<file path="config.mk">
export PLATFORM = sky130hd
export DESIGN_NAME = serial_adder_ctrl
export DESIGN_NICKNAME = d
export VERILOG_FILES = /design/src/rtl/serial_adder_ctrl.sv
export SDC_FILE = /design/constraint.sdc
export NUM_CORES = 1
export LEC_CHECK = 0
export ABC_AREA = 1
export CELL_PAD_IN_SITES_DETAIL_PLACEMENT = 0
export CELL_PAD_IN_SITES_GLOBAL_PLACEMENT = 1
export CORE_MARGIN = 10
export CORE_UTILIZATION = 38
export CTS_CLUSTER_DIAMETER = 60
export DETAILED_ROUTE_END_ITERATION = 8
export GPL_TIMING_DRIVEN = 1
export PLACE_DENSITY_LB_ADDON = 0.1
export SKIP_CTS_REPAIR_TIMING = 1
export SLEW_MARGIN = 20
export SYNTH_ARGS = -nofsm -noshare
export SYNTH_HDL_FRONTEND = slang
export SYNTH_SLANG_ARGS = --single-unit
export TNS_END_PERCENT = 1
</file>
<file path="constraint.sdc">
create_clock -name clk -period 1.9 [get_ports clk]
set_clock_uncertainty 0.15 [all_clocks]
set_input_delay 0.38 -clock clk [delete_from_list [all_inputs] [get_ports clk]]
set_output_delay 0.38 -clock clk [all_outputs]
set_load 0.02 [all_outputs]
</file>
<file path="src/rtl/serial_adder_ctrl.sv">
// Bit-serial add sequencer: steps an external 1-bit full adder LSB-first over two WIDTH-bit operands.
// Holds the operand/sum shift registers and the carry flop; the adder cell lives outside this block.
module serial_adder_ctrl #(
    parameter int unsigned WIDTH = 8
) (
    input  logic             clk,
    input  logic             rst,
    input  logic             start,
    input  logic [WIDTH-1:0] a,
    input  logic [WIDTH-1:0] b,
    input  logic             cin,
    output logic             busy,
    output logic             done,
    output logic [WIDTH-1:0] sum,
    output logic             cout,
    output logic             fa_x,
    output logic             fa_y,
    output logic             fa_z,
    input  logic             fa_s,
    input  logic             fa_c
);

    localparam int unsigned CNT_W = (WIDTH > 1) ? $clog2(WIDTH) : 1;
    localparam logic [CNT_W-1:0] CNT_LAST = CNT_W'(WIDTH - 1);

    localparam logic [1:0] IDLE = 2'd0;
    localparam logic [1:0] RUN  = 2'd1;
    localparam logic [1:0] DONE = 2'd2;

    logic [1:0]       state_q,  state_d;
    logic [WIDTH-1:0] a_sh_q,   a_sh_d;
    logic [WIDTH-1:0] b_sh_q,   b_sh_d;
    logic [WIDTH-1:0] sum_sh_q, sum_sh_d;
    logic             carry_q,  carry_d;
    logic [CNT_W-1:0] cnt_q,    cnt_d;
    logic [WIDTH-1:0] sum_q,    sum_d;
    logic             cout_q,   cout_d;

    // State and datapath registers; reset clears everything, including the held result.
    always_ff @(posedge clk or posedge rst) begin
        if (rst) begin
            state_q  <= IDLE;
            a_sh_q   <= '0;
            b_sh_q   <= '0;
            sum_sh_q <= '0;
            carry_q  <= 1'b0;
            cnt_q    <= '0;
            sum_q    <= '0;
            cout_q   <= 1'b0;
        end else begin
            state_q  <= state_d;
            a_sh_q   <= a_sh_d;
            b_sh_q   <= b_sh_d;
            sum_sh_q <= sum_sh_d;
            carry_q  <= carry_d;
            cnt_q    <= cnt_d;
            sum_q    <= sum_d;
            cout_q   <= cout_d;
        end
    end

    // Next-state and datapath update; the final RUN step also latches the result copy.
    always_comb begin
        state_d  = state_q;
        a_sh_d   = a_sh_q;
        b_sh_d   = b_sh_q;
        sum_sh_d = sum_sh_q;
        carry_d  = carry_q;
        cnt_d    = cnt_q;
        sum_d    = sum_q;
        cout_d   = cout_q;
        case (state_q)
            IDLE: begin
                if (start) begin
                    a_sh_d  = a;
                    b_sh_d  = b;
                    carry_d = cin;
                    cnt_d   = '0;
                    state_d = RUN;
                end
            end
            RUN: begin
                sum_sh_d = WIDTH'({fa_s, sum_sh_q} >> 1);
                a_sh_d   = a_sh_q >> 1;
                b_sh_d   = b_sh_q >> 1;
                carry_d  = fa_c;
                if (cnt_q == CNT_LAST) begin
                    state_d = DONE;
                    sum_d   = sum_sh_d;
                    cout_d  = fa_c;
                end else begin
                    cnt_d = cnt_q + CNT_W'(1);
                end
            end
            DONE: begin
                state_d = IDLE;
            end
            default: begin
                state_d = IDLE;
            end
        endcase
    end

    // Status and adder-cell drive decode straight from registers, so reset clears them at once.
    assign busy = (state_q != IDLE);
    assign done = (state_q == DONE);
    assign sum  = sum_q;
    assign cout = cout_q;
    assign fa_x = (state_q == RUN) & a_sh_q[0];
    assign fa_y = (state_q == RUN) & b_sh_q[0];
    assign fa_z = (state_q == RUN) & carry_q;

endmodule

</file>
# Word-level counts from Yosys, hierarchy flattened
# Cells that the tools add are included.
[word_totals]
register_bits = 39
inputBits = 22
out_inout_bits = 14
word_cells = 37
[op_classes]
add_sub_neg = 1
eq_ne = 6
n_mux = 12
bitwise_logic = 3
reduce_logical = 7
[ops]
columns = ["op", "n"]
rows = [
  ["$pmux W8 S2", 2],
  ["$mux W8", 2],
  ["$mux W3", 2],
  ["$ne A2 B2 Y1 const B", 3],
  ["$pmux W3 S2", 1],
  ["$reduce_and A2 Y1", 3],
  ["$mux W2", 2],
  ["$pmux W2 S2", 1],
  ["$reduce_bool A2 Y1", 2],
  ["$add A3 B1 Y3 const B", 1],
  ["$and A1 B1 Y1", 3],
  ["$eq A3 B3 Y1 const B", 1],
  ["$reduce_and A3 Y1", 1],
  ["$eq A2 B1 Y1 const B", 1],
  ["$eq A2 B2 Y1 const B", 1],
  ["$logic_not A2 Y1", 1],
  ["$pmux W1 S2", 1],
  ["$mux W1", 1],
]

# Depth between registers and ports, before layout
# Gate-level depths: netlist (run 1).
[logic_depth]
ltp_word = 3
ltp_mapped = 7
depth_no_buf = 6

# Worst setup path before layout (run 1)
# Ideal clock, no wire load.
[synth_timing]
kind = "register to output"
from = "reg state_q[1]"
to = "out fa_x"
arrival_time_ns = 1.085
required_time_ns = 1.370
slack_ns = 0.285
stages_incl_launch_ff = 5
n_path_buf = 1
cell_sequence = "dfrtp_1 -> inv_4 -> nand2_8 -> buf_4 -> nor2_1"
[synth_via]
elab_chain_cells = 2
[synth_lines]
columns = ["item", "line_no", "source"]
rows = [
  ["start: declaration", "30", "logic [1:0] state_q, state_d;"],
  ["start signal: assignment", "51", "state_q <= state_d;"],
  ["$eq A2 B1 Y1", "109", "assign fa_x = (state_q == RUN) & a_sh_q[0];"],
  ["$and A1 B1 Y1", "109", ""],
  ["end: declaration", "16", "output logic fa_x,"],
]
# Every way passes these cells.

# Worst setup path in the final report (run 1)
[layout_timing]
from = "reg sum_q[7] (netlist: sum[7])"
to = "out sum[7]"
[layout_rtl]
columns = ["item", "line_no", "source"]
rows = [
  ["start: declaration", "36", "logic [WIDTH-1:0] sum_q, sum_d;"],
  ["start signal: assignment", "57", "sum_q <= sum_d;"],
  ["end: declaration", "14", "output logic [WIDTH-1:0] sum,"],
]
# No word-level cell between the ends.

==> impl_metrics.yaml, run 1 <==
timing:
  setup_viol: 0
  tightest_slew_ns: 0.292
  max_freq_mhz: 562
  slew_headroom_pct: 80.4
  maxSlewViolCount: 0
  worst_hold_slack_ns: 0.301
  rsz0062_at_grt: "no"
  period_share_pct: 93.6
  finalCriticalPeriod_ns: 1.78
  finalHoldViolations: 0
hold_path:
  hold_path_class: "input pin to asynchronous set/reset pin"
critical_path:
  cp_slowest_stage_delay_ns: 0.61
  reg2reg_from: "cnt_q[0]"
  arrival_ns: 1.25
  start_kind: "register"
  crit_type: "register to primary output"
  end_kind: "primary output"
  cp_max_fo: 2
  crit_buf_inv: 1
  crit_cells: 1
  r2r_cells: 6
  crit_path_cell_trace: "clkdlybuf4s50_1"
  cp_slowest_cell: "clkdlybuf4s50_1"
  critical_path.top_delay_family: "buffers and inverters"
  crit_start: "sum[7]"
  crit_required_ns: 1.37
cts:
  clk_path_buf_depth: 2
  cts_made_buffers: 5
  cts_tree: "built"
  cts_root_buf: "clkbuf_8"
  htree_levels: 2
  cts.sinks: 38
  clock_latency_ns: 0.28
  clk_pin_slew_ns: 0.07
global_route:
  grt_max_degree: 39
  antenna_found_initial: 0
  grt_usage_pct: 10.8
  grt_pass1_wl_mm: 7.36
  grt-ovfl-total: 0
  grt_pass1_vias: 1510
logic_synthesis:
  synth_cell_types: 17
  synth_top_area_share_pct: 50.9
  syn_nets: 247
  synth_top_cell_by_area: "dfrtp_1"
  ys_warn_count: 0
  yosys-top-cells-area: "dfrtp_1, nand3_1, nand2_1, inv_1, o21ai_2"
  synth.avg_cell_area_um2: 8.37
  synthCells: 223
  ys_ff_latch: 38
  yosysSeqAreaShare_pct: 50.9
  synth_area_um2: 1870
routing:
  drc_errors: 0
  wl_per_cell_um: 12.2
  vias: 1484
  ant_nets: 0
  vias_per_cell: 4.43
  wirelength_mm: 4.08
  drt-initial-drc-count: 90
  dr.pass1.iters: 4
cells_and_area:
  final_common_cell: "nand2_1"
  diodes: 0
  area_growth_pct: 29.4
  fin_area_um2: 2410
  layout.nets: 292
  layout-drive-gt1-share_pct: 13.4
  layout_common_cells: "nand2_1, nand3_1, inv_1"
place:
  dp_hpwl_mm: 2.99
  portBuffers: 35
  gp_congestion: 0.768
  dpl-instance-area_um2: 2330
floorplanning:
  start_util_pct: 39.3
  die_h_um: 90.1
  rows: 25
  core_um2: 4750
  dieArea_um2: 8120
  dieWidth_um: 90.1
  io_pins: 36
power_and_ir_drop:
  report.power.total_mw: 3.61
  power.density_nw_per_um2: 1490
  leakage_nw: 1.28
  peakVddDrop_mv: 0.618
flow_run:
  max_cap_viol_count: 0
outcome:
  status: "complete, no violations"
==> cell usage after synthesis <==
master   instances
nor2_4           1
buf_4            5
buf_6            3
buf_2            3
inv_1           38
ha_1             2
nand4_1          3
inv_4            2
nand2_1         56
nand2_8          1
o21ai_0          9
nor2_1           6
nand3_1         45
dfrtp_1         38
o21ai_2          7
nand2_4          2
nand2_2          2
==> registers in the layout, indices dropped and copies added (netlist names) <==
register / count
a_sh_q: 8
b_sh_q: 8
carry_q: 1
cnt_q: 3
cout: 1
state_q: 2
sum: 8
sum_sh_q: 7
==> path summary, 6_finish.rpt <==
path / to / slack [ns]
worst max-delay path: sum[7] / 0.12
worst min-delay path: sum[4] / 0.30
worst max register to register: cout / 0.36
worst min register to register: sum[0] / 0.33
max in group asynchronous: state_q[0] / 1.09
min in group clk: sum[0] / 0.33
==> metal layers <==
layer / up-vias / global-route usage [%] / wire, um
met5: - / 0 / 0
met3: 2 / 3.91 / 223
met2: 34 / 16.5 / 1800
met4: 0 / 3.58 / 17
li1: 781 / - / -
met1: 667 / 13.9 / 2040
==> tightest hold or removal path, stage by stage <==
cell	delay (ns)
clkdlybuf4s50_1	0.40
inv_1	0.09
buf_12	0.23
==> where the power goes <==
group	total [mW]	internal [mW]	switching, mW
sequential	1.38	1.18	0.199
combinational	1.71	0.737	0.973
clock	0.518	0.253	0.265
==> cell families (layout without fill, tap and decap cells) <==
kind of cell | after synthesis | count (layout) | share of synthesized area [%]
flops | 38 | 38 | 50.9
compound gates | 16 | 16 | 5.70
fa+ha+maj | 2 | 2 | 1.34
buf+inv | 51 | 96 | 12.9
simple gates | 116 | 116 | 29.1
==> area by class of cell <==
class,count,area (um2)
timing repair buffer,49,473
sequential,38,952
multi-input combinational,134,674
fill,492,2340
clock buffer,7,76.3
inverter,40,155
tap,67,83.8
==> per-stage QoR <==
step | instances | utilization [%] | setup WS (ns) | TNS, ns
after detailed placement | 328 | 49.1 | 0.0125 | 0
final | 335 | 50.8 | 0.122 | 0
after global routing | 335 | 50.8 | 0.0175 | 0
after floorplan | 223 | - | 0.285 | 0
after global placement | 328 | 49.1 | 0.0406 | 0
after CTS | 335 | 50.7 | -0.312 | -1.46
No activity file was read; power rests on OpenSTA's default activity.
==> run 2, diff against run 1 <==
- GPL_TIMING_DRIVEN: 1 -> 0
- REMOVE_ABC_BUFFERS: default -> 1
- SKIP_CTS_REPAIR_TIMING: 1 -> default
==> impl_metrics.yaml, run 2 (synthesis results as in run 1) <==
power_and_ir_drop:
  power.density_nw_per_um2: 1610
  report.power.total_mw: 3.91
  leakage_nw: 1.24
  peakVddDrop_mv: 0.837
timing:
  tightest_slew_ns: 0.354
  slew_headroom_pct: 76.3
  worst_hold_slack_ns: 0.181
  rsz0062_at_grt: "yes"
  finalCriticalPeriod_ns: 1.87
  period_share_pct: 98.3
  setup_tns_ns: 0
  max_freq_mhz: 535
  setup_viol: 0
  maxSlewViolCount: 0
  finalHoldViolations: 0
  timing.final.ws_setup_ns: 0.0322
place:
  dp_hpwl_mm: 2.63
  portBuffers: 35
  dpl-instance-area_um2: 2230
  gp_congestion: 0.700
  numPlacedInstances: 315
  dp_slack_ns: -0.501
critical_path:
  arrival_ns: 1.34
  r2r_cells: 8
  reg2reg_from: "state_q[0]"
  cp_max_fo: 5
  end_kind: "primary output"
  crit_required_ns: 1.37
  crit_start: "state_q[0]"
  r2r_setup_slack_ns: 0.26
  reg2reg_to: "sum[0]"
  crit_type: "register to primary output"
  start_kind: "register"
routing:
  dr.pass1.iters: 4
  vias: 1499
  drt-initial-drc-count: 72
  wirelength_mm: 4.19
  vias_per_cell: 4.53
  ant_nets: 0
  wl_per_cell_um: 12.6
  drc_errors: 0
cts:
  ctsHoldBuffers: 0
  cts.sinks: 38
  cts_made_buffers: 5
  clk_path_buf_depth: 2
  clk_pin_slew_ns: 0.08
  clock_latency_ns: 0.29
  htree_levels: 2
  cts_root_buf: "clkbuf_8"
  cts_tree: "built"
floorplanning:
  dieWidth_um: 90.1
  core_um2: 4750
  io_pins: 36
  start_util_pct: 39.3
  rows: 25
  die_h_um: 90.1
  dieArea_um2: 8120
cells_and_area:
  final_common_cell: "nand2_1"
  layout_common_cells: "nand2_1, nand3_1, inv_1"
  layout.nets: 287
  nFillCells: 479
  fin_util_pct: 51.2
  diodes: 0
  area_growth_pct: 30.4
  layout-drive-gt1-share_pct: 15.2
  fin_area_um2: 2430
  stdcell_count: 331
global_route:
  antenna_found_initial: 0
  grt_pass1_wl_mm: 7.13
  grt-ovfl-total: 0
  grt_usage_pct: 10.5
  grt_max_degree: 29
  grt_pass1_vias: 1506
hold_path:
  hold_path_class: "input pin to asynchronous set/reset pin"
outcome:
  status: "complete, no violations"
flow_run:
  max_cap_viol_count: 0
==> run 2: cell count changes in the layout (fill, tap and decap cells not counted), sizes merged <==
cell and delta:
dlymetal6s2s -4, buf -2, bufinv +2, clkbuf -2
dlygate4sd2 +1, nand2 +1
==> run 2: worst max path at each step <==
stage / end / cells past startpoint / slack [ns]
5_1_grt: busy / 3 / -0.003
3_5_place_dp: fa_z / 3 / -0.50
6_report: busy / 3 / 0.03
3_3_place_gp: fa_z / 3 / -0.50
4_1_cts: busy / 3 / -0.02
2_1_floorplan: fa_x / 2 / 0.15
==> run 2: critical path: stages, from the launching register on <==
cell           delay (ns)
dfrtp_4              0.54
nor2_4               0.14
inv_1                0.05
dlygate4sd2_1        0.32
==> run 2: power breakdown <==
| part | leakage (nW) | switching (mW) | internal, mW |
|---|---|---|---|
| Clock | 0.0714 | 0.292 | 0.560 |
| Sequential | 0.470 | 0.210 | 1.19 |
| Combinational | 0.699 | 0.982 | 0.680 |
| Total | 1.24 | 1.48 | 2.43 |
==> run 2: final cells by class <==
type                       count  area (um2)  share of cell area (%)
sequential                    38         956                    39.3
clock buffer                   6        82.6                    3.39
tap                           67        83.8                    3.44
multi-input combinational    135         693                    28.5
timing repair buffer          43         402                    16.5
clock inverter                 2        60.1                    2.47
inverter                      40         158                    6.47
==> run 2: what timing repair did <==
item                                    in CTS  in global routing
cloned                                       1                  0
resized for setup                           21                  2
setup buffers                                6                  1
endpoints found under the setup margin       5                  1
==> run 2: per-layer routing <==
layer | vias to the layer above | global-route usage, % | part of all wire [%]
met4 | 0 | 2.79 | 0
met3 | 0 | 4.07 | 5.0
li1 | 773 | - | -
met1 | 691 | 12.7 | 47
met2 | 35 | 17.0 | 48
met5 | - | 0 | 0
==> run 3, diff against run 2 <==
- CORE_MARGIN: 10 -> default
==> impl_metrics.yaml, run 3 (synthesis results as in run 1) <==
critical_path:
  cp_max_fo: 6
  crit_required_ns: 1.37
  cp_common_cell: "buf_12"
  crit_buf_inv: 3
  cp_slowest_cell: "dfrtp_4"
  critical_path.top_delay_family: "flip-flops"
  crit_path_cell_trace: "buf_12 > buf_12 > nor2_1 > buf_4"
  start_kind: "register"
  arrival_ns: 1.32
  cp_slowest_stage_delay_ns: 0.51
  crit_type: "register to primary output"
  end_kind: "primary output"
global_route:
  grt_pass1_wl_mm: 6.68
  grt-ovfl-total: 0
  grt_pass1_vias: 1451
  grt_usage_pct: 16.7
  antenna_found_initial: 0
  grt_max_degree: 32
power_and_ir_drop:
  leakage_nw: 1.24
  power.density_nw_per_um2: 1560
  peakVddDrop_mv: 0.828
  report.power.total_mw: 3.78
floorplanning:
  core_um2: 4720
  die_h_um: 72.1
  io_pins: 36
  dieArea_um2: 5200
  rows: 25
  dieWidth_um: 72.1
  start_util_pct: 39.5
hold_path:
  hold_path_class: "input pin to asynchronous set/reset pin"
routing:
  wirelength_mm: 3.86
  wl_met2_mm: 1.84
  vias_per_cell: 4.54
  drt-met1-wl_mm: 1.90
  wl_met3_um: 105
  drt-initial-drc-count: 74
  drc_errors: 0
  vias: 1494
  top_layer: "met4"
  wl_per_cell_um: 11.7
  ant_nets: 0
  dr.pass1.iters: 4
timing:
  finalCriticalPeriod_ns: 1.85
  period_share_pct: 97.3
  tightest_slew_ns: 0.356
  finalHoldViolations: 0
  setup_viol: 0
  max_freq_mhz: 541
  setup_tns_ns: 0
  slew_headroom_pct: 76.2
  maxSlewViolCount: 0
  timing.final.ws_setup_ns: 0.0520
  rsz0062_at_grt: "yes"
cts:
  cts_root_buf: "clkbuf_8"
  cts_tree: "built"
  ctsHoldBuffers: 0
  clk_path_buf_depth: 2
  cts.sinks: 38
  clock_latency_ns: 0.28
  clk_pin_slew_ns: 0.07
  cts_made_buffers: 5
  htree_levels: 2
place:
  portBuffers: 35
  dp_slack_ns: -0.518
  gp_congestion: 0.696
  dp_hpwl_mm: 2.32
flow_run:
  max_cap_viol_count: 0
cells_and_area:
  layout.nets: 286
  layout-drive-gt1-share_pct: 14.5
  nFillCells: 478
  final_common_cell: "nand2_1"
  layout_common_cells: "nand2_1, nand3_1, inv_1"
  area_growth_pct: 30.2
  diodes: 0
outcome:
  status: "complete, no violations"
==> run 3: worst register-to-register path, cell delays in order (launching register included) <==
cell	delay, ns
dfrtp_2	0.47
inv_6	0.10
buf_4	0.12
buf_4	0.24
nand2_4	0.19
nand2_4	0.21
o21ai_0	0.11
==> run 3: path summary, 6_finish.rpt <==
path                            slack (ns)        start          end  cells past startpoint
worst max-delay path                  0.05   state_q[0]         done                      4
worst min-delay path                  0.16          rst       sum[2]                      2
worst max register to register        0.18   state_q[1]    b_sh_q[7]                      6
worst min register to register        0.33  sum_sh_q[6]  sum_sh_q[6]                      2
max in group asynchronous             1.00          rst   state_q[0]                      3
min in group clk                      0.33  sum_sh_q[6]  sum_sh_q[6]                      2
==> run 3: final cells by class <==
class / count / area, um2 / area share, %
Clock buffer: 6 / 82.6 / 3.40
Clock inverter: 1 / 30.0 / 1.24
Inverter: 40 / 158 / 6.48
Multi-Input combinational cell: 135 / 698 / 28.7
Sequential cell: 38 / 956 / 39.3
Tap cell: 67 / 83.8 / 3.45
Timing Repair Buffer: 42 / 423 / 17.4
==> run 3: through the flow <==
step	hold slack (ns)	std cells	instance area, um2	util (%)
after CTS	0.156	328	2400	50.9
after global placement	0.309	314	2210	46.9
after detailed placement	0.320	315	2230	47.3
final	0.162	329	2430	51.5
after floorplan	0.292	212	1780	-
after global routing	0.171	329	2430	51.5
==> run 3: report_power, final <==
| group | total (mW) | internal (mW) | switching [mW] |
|---|---|---|---|
| Clock | 0.694 | 0.420 | 0.274 |
| Combinational | 1.70 | 0.709 | 0.992 |
| Sequential | 1.39 | 1.19 | 0.202 |
| Total | 3.78 | 2.32 | 1.47 |
==> run 3: layer usage <==
metal  global-route usage, %  vias up
li1                        -      776
met1                    21.9      692
met2                    26.9       24
met3                    5.28        2
met4                    3.92        0
met5                       0        -
==> run 3: timing repair <==
item,in CTS,in global routing
gates cloned,1,0
pin swaps,1,1
buffers inserted,5,1
resized for setup,23,3
setup endpoints to repair,5,5
